--- src/rtl/axi4_write_arbiter_pkg.sv ---
// Shared types for the AXI4 write-channel arbiter: AW payload struct, state enum
// and the modulo helper used by the round-robin logic.
package axi4_write_arbiter_pkg;

  localparam int ADDRESS_WIDTH = 32;
  localparam int AW_INFO_W     = 16 + ADDRESS_WIDTH + 8 + 3 + 2;

  typedef struct packed {
    logic [15:0]              awid;
    logic [ADDRESS_WIDTH-1:0] awaddr;
    logic [7:0]               awlen;
    logic [2:0]               awsize;
    logic [1:0]               awburst;
  } axi4_aw_info_s;

  typedef enum logic [1:0] {
    ARB_IDLE = 2'd0,
    ARB_AW   = 2'd1,
    ARB_W    = 2'd2
  } arb_state_e;

  // Reduce a value in [0, 2n) into [0, n).
  function automatic int rr_wrap(input int value, input int n);
    return (value >= n) ? (value - n) : value;
  endfunction

endpackage

--- src/rtl/axi4_write_arbiter_if.sv ---
// Bundle of the per-master AW/W ports and the single shared slave AW/W port.
// The arbiter is the bus master of the shared slave port; the environment is the slave side.
interface axi4_write_arbiter_if #(
  parameter int NO_OF_MASTERS = 4,
  parameter int DATA_WIDTH    = 32
) ();
  import axi4_write_arbiter_pkg::*;

  logic [NO_OF_MASTERS-1:0]                   m_awvalid;
  axi4_aw_info_s [NO_OF_MASTERS-1:0]          m_awinfo;
  logic [NO_OF_MASTERS-1:0]                   m_awready;
  logic [NO_OF_MASTERS-1:0]                   m_wvalid;
  logic [NO_OF_MASTERS-1:0][DATA_WIDTH-1:0]   m_wdata;
  logic [NO_OF_MASTERS-1:0][DATA_WIDTH/8-1:0] m_wstrb;
  logic [NO_OF_MASTERS-1:0]                   m_wlast;
  logic [NO_OF_MASTERS-1:0]                   m_wready;

  logic                    s_awvalid;
  axi4_aw_info_s           s_awinfo;
  logic                    s_awready;
  logic                    s_wvalid;
  logic [DATA_WIDTH-1:0]   s_wdata;
  logic [DATA_WIDTH/8-1:0] s_wstrb;
  logic                    s_wlast;
  logic                    s_wready;

  modport master (
    input  m_awvalid, m_awinfo, m_wvalid, m_wdata, m_wstrb, m_wlast, s_awready, s_wready,
    output m_awready, m_wready, s_awvalid, s_awinfo, s_wvalid, s_wdata, s_wstrb, s_wlast
  );

  modport slave (
    output m_awvalid, m_awinfo, m_wvalid, m_wdata, m_wstrb, m_wlast, s_awready, s_wready,
    input  m_awready, m_wready, s_awvalid, s_awinfo, s_wvalid, s_wdata, s_wstrb, s_wlast
  );

endinterface

--- src/rtl/axi4_rr_arbiter.sv ---
// Combinational N-way round-robin pick: first asserted request at or after i_ptr, modulo N.
module axi4_rr_arbiter
  import axi4_write_arbiter_pkg::*;
#(
  parameter int NO_OF_MASTERS = 4
) (
  input  logic [NO_OF_MASTERS-1:0]         i_req,
  input  logic [$clog2(NO_OF_MASTERS)-1:0] i_ptr,
  output logic                             o_found,
  output logic [$clog2(NO_OF_MASTERS)-1:0] o_idx
);

  localparam int IDX_W = $clog2(NO_OF_MASTERS);

  logic [IDX_W-1:0] w_cand;

  // Scan from the farthest offset down so the nearest requester to i_ptr wins last.
  always_comb begin
    o_found = |i_req;
    o_idx   = '0;
    w_cand  = '0;
    for (int i = NO_OF_MASTERS - 1; i >= 0; i--) begin
      w_cand = IDX_W'(rr_wrap(int'(i_ptr) + i, NO_OF_MASTERS));
      o_idx  = i_req[w_cand] ? w_cand : o_idx;
    end
  end

endmodule

--- src/rtl/axi4_write_arbiter.sv ---
// Round-robin arbiter sharing one AXI4 slave write port (AW + W) between several masters;
// routes awlen+1 W beats per grant and generates wlast from its own beat counter.
module axi4_write_arbiter
  import axi4_write_arbiter_pkg::*;
#(
  parameter int NO_OF_MASTERS = 4,
  parameter int DATA_WIDTH    = 32
) (
  input  logic                             aclk,
  input  logic                             areset,
  axi4_write_arbiter_if.master             bus,
  output logic [$clog2(NO_OF_MASTERS)-1:0] grant_id,
  output logic                             busy,
  output logic                             wlast_err
);

  localparam int IDX_W = $clog2(NO_OF_MASTERS);

  arb_state_e       r_state;
  arb_state_e       w_next_state;
  logic [IDX_W-1:0] r_rr_ptr;
  logic [IDX_W-1:0] r_grant_id;
  logic [IDX_W-1:0] w_pick_idx;
  logic             w_pick_found;
  axi4_aw_info_s    r_awinfo;
  logic [7:0]       r_beat_cnt;
  logic [7:0]       r_len;
  logic             r_wlast_err;
  logic             w_s_wvalid;
  logic             w_s_wlast;
  logic             w_beat;

  axi4_rr_arbiter #(
    .NO_OF_MASTERS (NO_OF_MASTERS)
  ) u_rr_arbiter (
    .i_req   (bus.m_awvalid),
    .i_ptr   (r_rr_ptr),
    .o_found (w_pick_found),
    .o_idx   (w_pick_idx)
  );

  assign w_s_wvalid = (r_state == ARB_W) && bus.m_wvalid[r_grant_id];
  assign w_s_wlast  = (r_beat_cnt == r_len);
  assign w_beat     = w_s_wvalid && bus.s_wready;

  // State register.
  always_ff @(posedge aclk or posedge areset) begin
    if (areset) begin
      r_state <= ARB_IDLE;
    end else begin
      r_state <= w_next_state;
    end
  end

  // Next-state decode; arbitration only ever starts from IDLE.
  always_comb begin
    w_next_state = r_state;
    case (r_state)
      ARB_IDLE: begin
        if (w_pick_found) w_next_state = ARB_AW;
        else              w_next_state = ARB_IDLE;
      end
      ARB_AW: begin
        if (bus.s_awready) w_next_state = ARB_W;
        else               w_next_state = ARB_AW;
      end
      ARB_W: begin
        if (w_beat && w_s_wlast) w_next_state = ARB_IDLE;
        else                     w_next_state = ARB_W;
      end
      default: w_next_state = ARB_IDLE;
    endcase
  end

  // Grant, payload, beat counter, priority pointer and wlast-mismatch pulse.
  always_ff @(posedge aclk or posedge areset) begin
    if (areset) begin
      r_rr_ptr    <= '0;
      r_grant_id  <= '0;
      r_awinfo    <= '0;
      r_beat_cnt  <= 8'd0;
      r_len       <= 8'd0;
      r_wlast_err <= 1'b0;
    end else begin
      r_wlast_err <= w_beat && (bus.m_wlast[r_grant_id] != w_s_wlast);
      case (r_state)
        ARB_IDLE: begin
          if (w_pick_found) begin
            r_grant_id <= w_pick_idx;
            r_awinfo   <= bus.m_awinfo[w_pick_idx];
            r_beat_cnt <= 8'd0;
          end
        end
        ARB_AW: begin
          if (bus.s_awready) r_len <= r_awinfo.awlen;
        end
        ARB_W: begin
          // The counter stops at len: the final beat rewinds it and rotates priority.
          if (w_beat) begin
            if (w_s_wlast) begin
              r_beat_cnt <= 8'd0;
              r_rr_ptr   <= IDX_W'(rr_wrap(int'(r_grant_id) + 1, NO_OF_MASTERS));
            end else begin
              r_beat_cnt <= r_beat_cnt + 8'd1;
            end
          end
        end
        default: r_beat_cnt <= 8'd0;
      endcase
    end
  end

  // Bus outputs decoded from the registered state; only the owner is ever connected.
  always_comb begin
    bus.m_awready = '0;
    bus.m_wready  = '0;
    bus.s_awvalid = 1'b0;
    bus.s_awinfo  = '0;
    bus.s_wvalid  = 1'b0;
    bus.s_wdata   = '0;
    bus.s_wstrb   = '0;
    bus.s_wlast   = 1'b0;
    case (r_state)
      ARB_AW: begin
        bus.s_awvalid             = 1'b1;
        bus.s_awinfo              = r_awinfo;
        bus.m_awready[r_grant_id] = bus.s_awready;
      end
      ARB_W: begin
        bus.s_wvalid             = w_s_wvalid;
        bus.s_wdata              = bus.m_wdata[r_grant_id];
        bus.s_wstrb              = bus.m_wstrb[r_grant_id];
        bus.s_wlast              = w_s_wlast;
        bus.m_wready[r_grant_id] = bus.s_wready;
      end
      default: bus.s_awvalid = 1'b0;
    endcase
  end

  assign grant_id  = r_grant_id;
  assign busy      = (r_state != ARB_IDLE);
  assign wlast_err = r_wlast_err;

endmodule

--- src/flat_wrapper.sv ---
// flat-port wrapper written by rule: the top's interface ports become plain ports
module axi4_write_arbiter_flat import axi4_write_arbiter_pkg::*;
#(
  parameter int NO_OF_MASTERS = 4,
  parameter int DATA_WIDTH    = 32
)
  (aclk, areset, grant_id, busy, wlast_err, bus_m_awvalid, bus_m_awinfo, bus_m_wvalid, bus_m_wdata, bus_m_wstrb, bus_m_wlast, bus_s_awready, bus_s_wready, bus_m_awready, bus_m_wready, bus_s_awvalid, bus_s_awinfo, bus_s_wvalid, bus_s_wdata, bus_s_wstrb, bus_s_wlast);
  axi4_write_arbiter_if #(.NO_OF_MASTERS(NO_OF_MASTERS), .DATA_WIDTH(DATA_WIDTH)) bus_i ();
  input  logic aclk;
  input  logic areset;
  output logic [$clog2(NO_OF_MASTERS)-1:0] grant_id;
  output logic busy;
  output logic wlast_err;
  input wire logic [$bits(bus_i.m_awvalid)-1:0] bus_m_awvalid;
  input wire logic [$bits(bus_i.m_awinfo)-1:0] bus_m_awinfo;
  input wire logic [$bits(bus_i.m_wvalid)-1:0] bus_m_wvalid;
  input wire logic [$bits(bus_i.m_wdata)-1:0] bus_m_wdata;
  input wire logic [$bits(bus_i.m_wstrb)-1:0] bus_m_wstrb;
  input wire logic [$bits(bus_i.m_wlast)-1:0] bus_m_wlast;
  input wire logic [$bits(bus_i.s_awready)-1:0] bus_s_awready;
  input wire logic [$bits(bus_i.s_wready)-1:0] bus_s_wready;
  output wire logic [$bits(bus_i.m_awready)-1:0] bus_m_awready;
  output wire logic [$bits(bus_i.m_wready)-1:0] bus_m_wready;
  output wire logic [$bits(bus_i.s_awvalid)-1:0] bus_s_awvalid;
  output wire logic [$bits(bus_i.s_awinfo)-1:0] bus_s_awinfo;
  output wire logic [$bits(bus_i.s_wvalid)-1:0] bus_s_wvalid;
  output wire logic [$bits(bus_i.s_wdata)-1:0] bus_s_wdata;
  output wire logic [$bits(bus_i.s_wstrb)-1:0] bus_s_wstrb;
  output wire logic [$bits(bus_i.s_wlast)-1:0] bus_s_wlast;
  assign bus_i.m_awvalid = bus_m_awvalid;
  assign bus_i.m_awinfo = bus_m_awinfo;
  assign bus_i.m_wvalid = bus_m_wvalid;
  assign bus_i.m_wdata = bus_m_wdata;
  assign bus_i.m_wstrb = bus_m_wstrb;
  assign bus_i.m_wlast = bus_m_wlast;
  assign bus_i.s_awready = bus_s_awready;
  assign bus_i.s_wready = bus_s_wready;
  assign bus_m_awready = bus_i.m_awready;
  assign bus_m_wready = bus_i.m_wready;
  assign bus_s_awvalid = bus_i.s_awvalid;
  assign bus_s_awinfo = bus_i.s_awinfo;
  assign bus_s_wvalid = bus_i.s_wvalid;
  assign bus_s_wdata = bus_i.s_wdata;
  assign bus_s_wstrb = bus_i.s_wstrb;
  assign bus_s_wlast = bus_i.s_wlast;
  axi4_write_arbiter #(.NO_OF_MASTERS(NO_OF_MASTERS), .DATA_WIDTH(DATA_WIDTH)) u_core (.aclk(aclk), .areset(areset), .bus(bus_i), .grant_id(grant_id), .busy(busy), .wlast_err(wlast_err));
endmodule
--- config.mk ---
export PLATFORM = sky130hd
export DESIGN_NAME = axi4_write_arbiter_flat
export DESIGN_NICKNAME = d
export VERILOG_FILES = /design/src/rtl/axi4_write_arbiter_pkg.sv /design/src/rtl/axi4_write_arbiter_if.sv /design/src/rtl/axi4_rr_arbiter.sv /design/src/rtl/axi4_write_arbiter.sv /design/src/flat_wrapper.sv
export SDC_FILE = /design/constraint.sdc
export NUM_CORES = 1
export LEC_CHECK = 0
export ABC_AREA = 1
export CAP_MARGIN = 20
export CELL_PAD_IN_SITES_DETAIL_PLACEMENT = 0
export CELL_PAD_IN_SITES_GLOBAL_PLACEMENT = 1
export CORE_AREA = 2 2 199 201
export DETAILED_ROUTE_END_ITERATION = 12
export DIE_AREA = 0 0 201 203
export DONT_BUFFER_PORTS = 1
export PLACE_DENSITY = 0.48
export SYNTH_ARGS = -nofsm -noshare
export SYNTH_HDL_FRONTEND = slang
export SYNTH_SLANG_ARGS = --single-unit
--- constraint.sdc ---
create_clock -name aclk -period 3.2 [get_ports aclk]
set_input_delay 0.64 -clock aclk [delete_from_list [all_inputs] [get_ports aclk]]
set_output_delay 0.64 -clock aclk [all_outputs]
set_load 0.01 [all_outputs]
**Word level (Yosys, flattened, before mapping)**

Index checks and enable logic that the tools add are counted.

- Add/subtract/negate cells: 10
- Magnitude comparators: 12
- Equality and inequality tests: 6
- Muxes and demuxes: 45
- Bitwise gates (word level): 3
- Reductions and logical operators: 12

Operator list:

| cell | number |
|---|---|
| 61-bit binary-select mux with 2-bit select | 1 |
| 61-bit 2-to-1 mux | 2 |
| 32-bit binary-select mux with 2-bit select | 1 |
| 32-bit 2-to-1 mux | 2 |
| 8-bit 2-to-1 mux | 3 |
| 8-bit case mux with 3 select lines | 1 |
| 2-bit 2-to-1 mux | 11 |
| 2-bit by 3-bit < comparator with 1-bit output, second input constant | 6 |
| 4-bit 2-to-1 mux | 4 |
| 1-bit binary-select mux with 2-bit select | 6 |
| 3-bit >= comparator, second input constant | 4 |
| 1-bit 2-to-1 mux | 11 |
| 2-bit by 1-bit subtractor with 2-bit output, second input constant | 5 |
| 8-bit by 1-bit adder with 8-bit output, second input constant | 1 |
| 4-bit AND | 2 |
| 4-bit binary-select mux with 2-bit select | 1 |
| 8-bit == test | 1 |
| 2-bit by 1-bit adder with 3-bit output, second input constant | 2 |
| 2-bit by 2-bit adder with 3-bit output, second input constant | 2 |
| 2-bit case mux with 3 select lines | 1 |
| 3-bit AND reduction | 2 |
| 1-bit logical AND | 5 |
| 2-bit AND reduction | 2 |
| 4-bit OR reduction | 1 |
| other kinds (11) | 11 |

- Bits in registers: 84
- Bits of input ports: 404
- Output and inout bits: 112
- Logic and storage cells: 99

**Longest topological paths before layout**

Gate-level depths: netlist (run 1).

- Depth in word-level cells: 11
- Gate-level depth with buffers: 16
- Depth with buffers taken out: 13

**By module**

From an unflattened synthesis (run 1), not the netlist that was laid out.

- Cell total of the unflattened synthesis: 1198
- Area, all modules: 7023.0 um^2

By module, submodules not included:

| module | instances | cells an instance | area each (um^2) | seq. area each (um^2) |
|---|---|---|---|---|
| axi4_write_arbiter | 1 | 1152 | 6834.1 | 2102.0 |
| axi4_rr_arbiter | 1 | 46 | 188.9 | 0.0 |

**Worst setup path after synthesis (run 1)**

No wires, ideal clock.

- Path kind: flip-flop to output port
- Start: register u_core.r_grant_id[0], in the netlist u_core.grant_id[0]
- End: output bus_m_awready[0]
- Arrival time: 1.540 ns
- Data required time: 2.560 ns
- Setup slack: 1.020 ns
- Stages on the path, launching flop included: 7
- Path buffers: 2
- Cell sequence: dfrtp_1 > inv_1 > clkbuf_1 > clkbuf_1 > ha_1 > inv_1 > nor2_1

- Longest elaborated chain between the ends: 6
- Elaborated cells on any way between the ends: 7
- Classes of those cells: order compare: 2; mux: 3; bitwise: 1; reduce/logical: 1

RTL lines:

| element | RTL line | RTL |
|---|---|---|
| start, declared | axi4_write_arbiter.sv:22 | `logic [IDX_W-1:0] r_grant_id;` |
| start signal, assigned | axi4_write_arbiter.sv:89 | `r_grant_id <= w_pick_idx;` |
| 2-bit by 3-bit < comparator with 1-bit output (not written as such) / 2-bit by 1-bit >= comparator with 1-bit output (equally long branches) | axi4_write_arbiter.sv:127 | `bus.m_awready[r_grant_id] = bus.s_awready;` |
| 1-bit logical AND (not written as such) | axi4_write_arbiter.sv:127 |  |
| 1-bit 2-to-1 mux (not written as such) | axi4_write_arbiter.sv:127 |  |
| 1-bit demux with 2-bit select * | -- |  |
| 4-bit AND (no line) * | -- |  |
| 4-bit 2-to-1 mux * | axi4_write_arbiter.sv:123 | `case (r_state)` |
| end, declared | flat_wrapper.sv:22 | `output wire logic [$bits(bus_i.m_awready)-1:0] bus_m_awready;` |

Mark *: on every way between the ends. The rest lies on a longest branch, timed or not.

**Worst setup path in the final report (run 1)**

- Start: register u_core.r_grant_id[0], in the netlist u_core.grant_id[0]
- End: output bus_s_wdata[30]

- Longest elaborated chain between the ends: 3

RTL lines:

| element | RTL line | RTL |
|---|---|---|
| 32-bit binary-select mux with 2-bit select | axi4_write_arbiter.sv:131 | `bus.s_wdata = bus.m_wdata[r_grant_id];` |
| 32-bit 2-to-1 mux (not written as such) | axi4_write_arbiter.sv:131 |  |
| 32-bit 2-to-1 mux | axi4_write_arbiter.sv:123 |  |
| end, declared | flat_wrapper.sv:27 | `output wire logic [$bits(bus_i.s_wdata)-1:0] bus_s_wdata;` |

Every way passes these cells. The select of a mux whose other input is x is not followed.

==> results.toml, run 1 <==
[routing]
wire_per_inst_um = 18.2
wl_met2_um = 18700
num_vias = 8922
routed-wl-met3_um = 2290
drt_pass1_iterations = 5
wl_met1_um = 14300
antenna_left = 0
top_layer = "met4"
drt_wl_total_um = 36000
drc = 0
routed_via_density = 4.52
dr.first_iter.drc_count = 588

[synth]
netlist_area_um2 = 8210
avgSynthCellArea_um2 = 5.51
synth_top_cell_area_share_pct = 25.6
synth_top_family_by_area = "simple AND/OR/NAND/NOR gates"
ys_seq_area_share_pct = 25.6
yosys.area.top_type = "dfrtp_1"
synthCells = 1491
yosys_warnings = 0
syn_nets = 1900
ys_types = 32
synthTopCellsByArea = "dfrtp_1, nand2_1, nand3_1, inv_1, nor2_1"
synthMuxAreaShare_pct = 0
ys_seq_elements = 84
synth-compound-area-share_pct = 8.62
synth_simple_gate_area_share_pct = 45.5
synthAdderAreaFrac_pct = 0.762
synth-xor-area-share_pct = 0.853

[worst_setup_path]
crit_chain = "buf_4 -> buf_4 -> nor2_1 -> nor2_1 -> o21ai_0 -> a21oi_1 -> buf_4"
cp_common_cell = "buf_4"
start_kind = "flop"
end_kind = "output pin"
crit_fanout = 47
critical_path_class = "flop to output pin"
cpPeakStageDelay_ns = 0.48
cp.arrival_ns = 2.25
cp_data_required_time_ns = 2.56
slowest_stage = "buf_4"

[cts]
cts.sinks = 84
cts_buffers = 9
hold_buffers = 0
clk_latency_ns = 0.35
cts_setup_buffers = 0
cts_resized = 0
cts_tree = "built"
cts_max_level = 3
clkSlewWorstSetupHoldPaths_ns = 0.08
clock_path_buffers = 2
cts_root_buffer = "clkbuf_16"

[finish]
mostFrequentLayoutCell = "nand2_1"
multiInputGateArea_um2 = 4610
stdcell_area_um2 = 9210
syn_to_final_growth_pct = 12.1
seq_area_um2 = 2100
mostFrequentLayoutCells = "nand2_1, inv_1, nor2_1"
final_core_util_pct = 23.9
nets = 1859
nFillCells = 4552
layout-drive-gt1-share_pct = 8.52

[power]
p_leak_nw = 5.07
pwr-share-clk_pct = 11.4
p_sw_share_pct = 56.5
power_frac_seq_pct = 17.4
p_comb_share_pct = 71.3
peakVddDrop_mv = 0.514
p_switching_mw = 6.03
p_int_mw = 4.65
powerDensity_nw_per_um2 = 1160

[hold_path]
hp-class = "primary input to asynchronous set/reset pin"

[place]
placed_area_um2 = 8870
hpwlAfterDp_um = 27700
portBuffers = 0
dp_slack_ns = 0.627
gp_congestion = 0.890

[timing]
fin_ws_ns = 0.310
min_period_over_period_pct = 90.3
setup_tns_ns = 0
tightest_slew_ns = 0.757
setup_viol_count_final = 0
finClkSkew_ns = 0.0166
drv_slew = 0
fmax_ghz = 0.346
period_needed_ns = 2.89
rsz0062_at_grt = "no"
hold_violations = 0
whs_ns = 0.273
max_slew_margin_pct = 49.5

[grt]
grt_max_degree = 105
antenna_found_initial = 4
first_global_vias = 8856
grt_pass1_wl_um = 53200
grt_overflow = 0
globalRouteTotalUtil_pct = 16.9

[floorplan]
core_um2 = 38500
initial_core_util_pct = 21.4
chipWidth_um = 201
io_pins = 516
fp.dieArea_um2 = 40800
num_rows = 72
die_h_um = 203

[run_status]
status = "completed"

[flow_run]
cap_violations = 0
==> cells in the mapped netlist <==
master,n
buf_1,5
dfrtp_1,84
or2_2,50
and3b_1,1
xnor2_1,6
buf_2,28
inv_1,284
nand3b_1,2
o22ai_1,1
nand4_1,6
a21oi_1,39
buf_6,4
o21ai_1,2
nor3_1,2
a21o_1,1
inv_2,4
and2_1,1
a21boi_1,1
ha_1,5
buf_4,9
o21ai_2,1
xor2_1,2
nor4_1,1
clkbuf_1,49
nor2_2,3
nand2_2,2
and3_1,1
o21ai_0,93
o21bai_1,1
nand2_1,343
nor2_1,231
nand3_1,229
==> path summary, 6_finish.rpt <==
| check | start | end | slack, ns | cells past startpoint |
|---|---|---|---|---|
| worst max-delay path | u_core.grant_id[0]$_DFFE_PP0P_ | bus_s_wdata[30] | 0.31 | 7 |
| min in group aclk | bus_s_awready | u_core.r_state[0]$_DFF_PP0_ | 0.39 | 1 |
| worst min-delay path | areset | u_core.wlast_err$_DFF_PP0_ | 0.27 | 1 |
| worst max register to register | u_core.r_rr_ptr[0]$_DFFE_PP0P_ | u_core.r_awinfo[32]$_DFFE_PP0P_ | 0.76 | 11 |
| worst min register to register | u_core.r_awinfo[3]$_DFFE_PP0P_ | u_core.r_awinfo[3]$_DFFE_PP0P_ | 0.48 | 2 |
| max in group asynchronous | areset | u_core.r_awinfo[59]$_DFFE_PP0P_ | 2.15 | 2 |
==> logic make-up (layout without fill, tap and decap cells) <==
kind of cell             Yosys count  in the layout
other                              0              3
buffers and inverters            383            347
AO/OA/AOI/OAI                    139            139
XOR/XNOR                           8              8
flip-flops                        84             84
adder cells (fa/ha/maj)            5              5
AND/OR/NAND/NOR                  872            872
==> worst max-delay path: cells and delay by family (launching register included) <==
| kind | cells | cell delay, ns |
|---|---|---|
| compound gates | 2 | 0.40 |
| buf+inv | 3 | 0.93 |
| flops | 1 | 0.37 |
| simple gates | 2 | 0.19 |
==> metal layers <==
| metal | GRT usage, % | up-vias |
|---|---|---|
| li1 | - | 4415 |
| met1 | 19.2 | 4145 |
| met2 | 31.3 | 330 |
| met3 | 4.22 | 32 |
| met4 | 4.47 | 0 |
| met5 | 0 | - |
==> area by class of cell <==
| cell class | count | area share [%] |
|---|---|---|
| multi-input cells | 1024 | 50.0 |
| clock buffers | 9 | 2.45 |
| inverters | 288 | 11.8 |
| repair buffers | 43 | 4.67 |
| flip-flops and latches | 84 | 22.8 |
| clock inverters | 7 | 1.11 |
| well taps | 518 | 7.04 |
| diodes | 3 | 0.0815 |
==> per-stage QoR <==
step                instances  power, mW
global route             1976       11.9
finish                   1976       10.7
global placement         1956       9.64
CTS                      1973       11.0
floorplan                1491       7.44
detailed placement       1957       9.69
==> power by group through the flow <==
| stage | combinational (mW) | clock (mW) | sequential [mW] |
|---|---|---|---|
| global route | 8.67 | 1.31 | 1.92 |
| detailed placement | 7.82 | 0 | 1.87 |
| CTS | 7.83 | 1.27 | 1.86 |
| global placement | 7.78 | 0 | 1.86 |
| finish | 7.61 | 1.21 | 1.86 |
| floorplan | 5.64 | 0 | 1.80 |
==> sequential cells by signal, summed over array words and instances, names as in the netlist <==
register and flops:
u_core.grant_id 2, u_core.r_awinfo 61, u_core.r_beat_cnt 8, u_core.r_len 8, u_core.r_rr_ptr 2, u_core.r_state 2, u_core.wlast_err 1
No activity file was read; power rests on OpenSTA's default activity.
==> run 2, diff against run 1 <==
RECOVER_POWER = 50   (was not set)
==> results.toml, run 2 (synthesis gave the netlist of run 1 again) <==
[cts]
cts_buffers = 9
hold_buffers = 0
clkSlewWorstSetupHoldPaths_ns = 0.08
cts_root_buffer = "clkbuf_16"
cts_setup_buffers = 0
clk_latency_ns = 0.36
clock_path_buffers = 2
cts_max_level = 3
cts.sinks = 84
cts_tree = "built"
cts_resized = 0

[finish]
syn_to_final_growth_pct = 11.7
nets = 1859
multiInputGateArea_um2 = 4590
top_register = "u_core.r_awinfo"
seq_area_um2 = 2100
largest_registers = "u_core.r_awinfo x61, u_core.r_beat_cnt x8, u_core.r_len x8"
layout-drive-gt1-share_pct = 7.97
mostFrequentLayoutCell = "nand2_1"
final-instance-count-excl-fill = 1976
nFillCells = 4562
mostFrequentLayoutCells = "nand2_1, inv_1, nor2_1"
final_core_util_pct = 23.8
largest_register_ff_count = 61

[place]
hpwlAfterDp_um = 27700
portBuffers = 0
gp_congestion = 0.890
dp_slack_ns = 0.627
placed_cells_incl_taps = 1957

[flow_run]
cap_violations = 1

[grt]
antenna_found_initial = 4
grt_pass1_wl_um = 53200
busiest_layer = "met2"
globalRouteTotalUtil_pct = 16.9
grtUsageMet1_pct = 19.2
first_global_vias = 8856
met3_usage_pct = 4.22
grt_overflow = 0
use_met2_pct = 31.3
grt_max_degree = 105

[floorplan]
fp.dieArea_um2 = 40800
die_h_um = 203
initial_core_util_pct = 21.4
core_um2 = 38500
io_pins = 516
num_rows = 72
chipWidth_um = 201

[routing]
num_vias = 8893
drc = 0
dr.first_iter.drc_count = 575
antenna_left = 0
drt_wl_total_um = 36000
drt_pass1_iterations = 6
wire_per_inst_um = 18.2
routed_via_density = 4.50

[worst_setup_path]
critical_path_class = "flop to output pin"
cp.arrival_ns = 2.27
cp_data_required_time_ns = 2.56
start_kind = "flop"
crit_fanout = 47
end_kind = "output pin"

[timing]
hold_violations = 0
tightest_slew_ns = 2.26
finClkSkew_ns = 0.0172
period_needed_ns = 2.91
fmax_ghz = 0.344
fin_ws_ns = 0.291
min_period_over_period_pct = 90.9
setup_tns_ns = 0
drv_slew = 55
rsz0062_at_grt = "no"
max_slew_margin_pct = -51.0
setup_viol_count_final = 0

[power]
powerDensity_nw_per_um2 = 1160
peakVddDrop_mv = 0.512
p_leak_nw = 5.05
p_total_mw = 10.6

[run_status]
violations = "capacitance limit, slew limit"
status = "finished, violations left"

[hold_path]
hp-class = "primary input to flop"
[run 2: final cells by class]
| cell class | instances | share of cell area [%] |
|---|---|---|
| diodes | 3 | 0.0819 |
| inverters | 288 | 11.8 |
| clock buffers | 9 | 2.46 |
| well taps | 518 | 7.07 |
| repair buffers | 43 | 4.49 |
| clock inverters | 7 | 1.12 |
| multi-input cells | 1024 | 50.1 |
| flip-flops and latches | 84 | 22.9 |
[run 2: report_power, final]
group          switching [mW]  internal, mW  total (mW)
clock network           0.517         0.699        1.22
logic                    5.21          2.35        7.57
registers               0.286          1.57        1.86
[run 2: metrics by stage]
stage,cell area (um2),hold WS (ns)
6_report,9170,0.391
5_1_grt,9170,0.371
4_1_cts,9200,0.315
3_5_place_dp,8870,0.466
3_3_place_gp,8850,0.463
2_1_floorplan,8210,0.449
[run 2: final timing paths]
check / startpoint / endpoint / slack, ns / depth (start not counted)
setup / recovery: u_core.grant_id[0]$_DFFE_PP0P_ / bus_s_wdata[30] / 0.29 / 7
hold / removal: bus_s_awready / u_core.r_state[0]$_DFF_PP0_ / 0.39 / 1
setup reg to reg: u_core.r_rr_ptr[0]$_DFFE_PP0P_ / u_core.r_awinfo[32]$_DFFE_PP0P_ / 0.54 / 11
hold reg to reg: u_core.r_awinfo[3]$_DFFE_PP0P_ / u_core.r_awinfo[3]$_DFFE_PP0P_ / 0.48 / 2
max in group asynchronous: areset / u_core.r_awinfo[59]$_DFFE_PP0P_ / 0.75 / 2
min in group asynchronous: areset / u_core.wlast_err$_DFF_PP0_ / 0.94 / 1
[run 2: routing by layer]
metal | vias up | wire, um
li1 | 4415 | -
met1 | 4124 | 14400
met2 | 320 | 18600
met3 | 34 | 2260
met4 | 0 | 711
met5 | - | 0
[run 2: critical path, cell delays in order, from the launching register on]
cell and delay [ns]:
dfrtp_2 0.37, buf_4 0.32, buf_4 0.48, nor2_1 0.10
nor2_1 0.09, o21ai_0 0.22, a21oi_1 0.20, buf_4 0.14
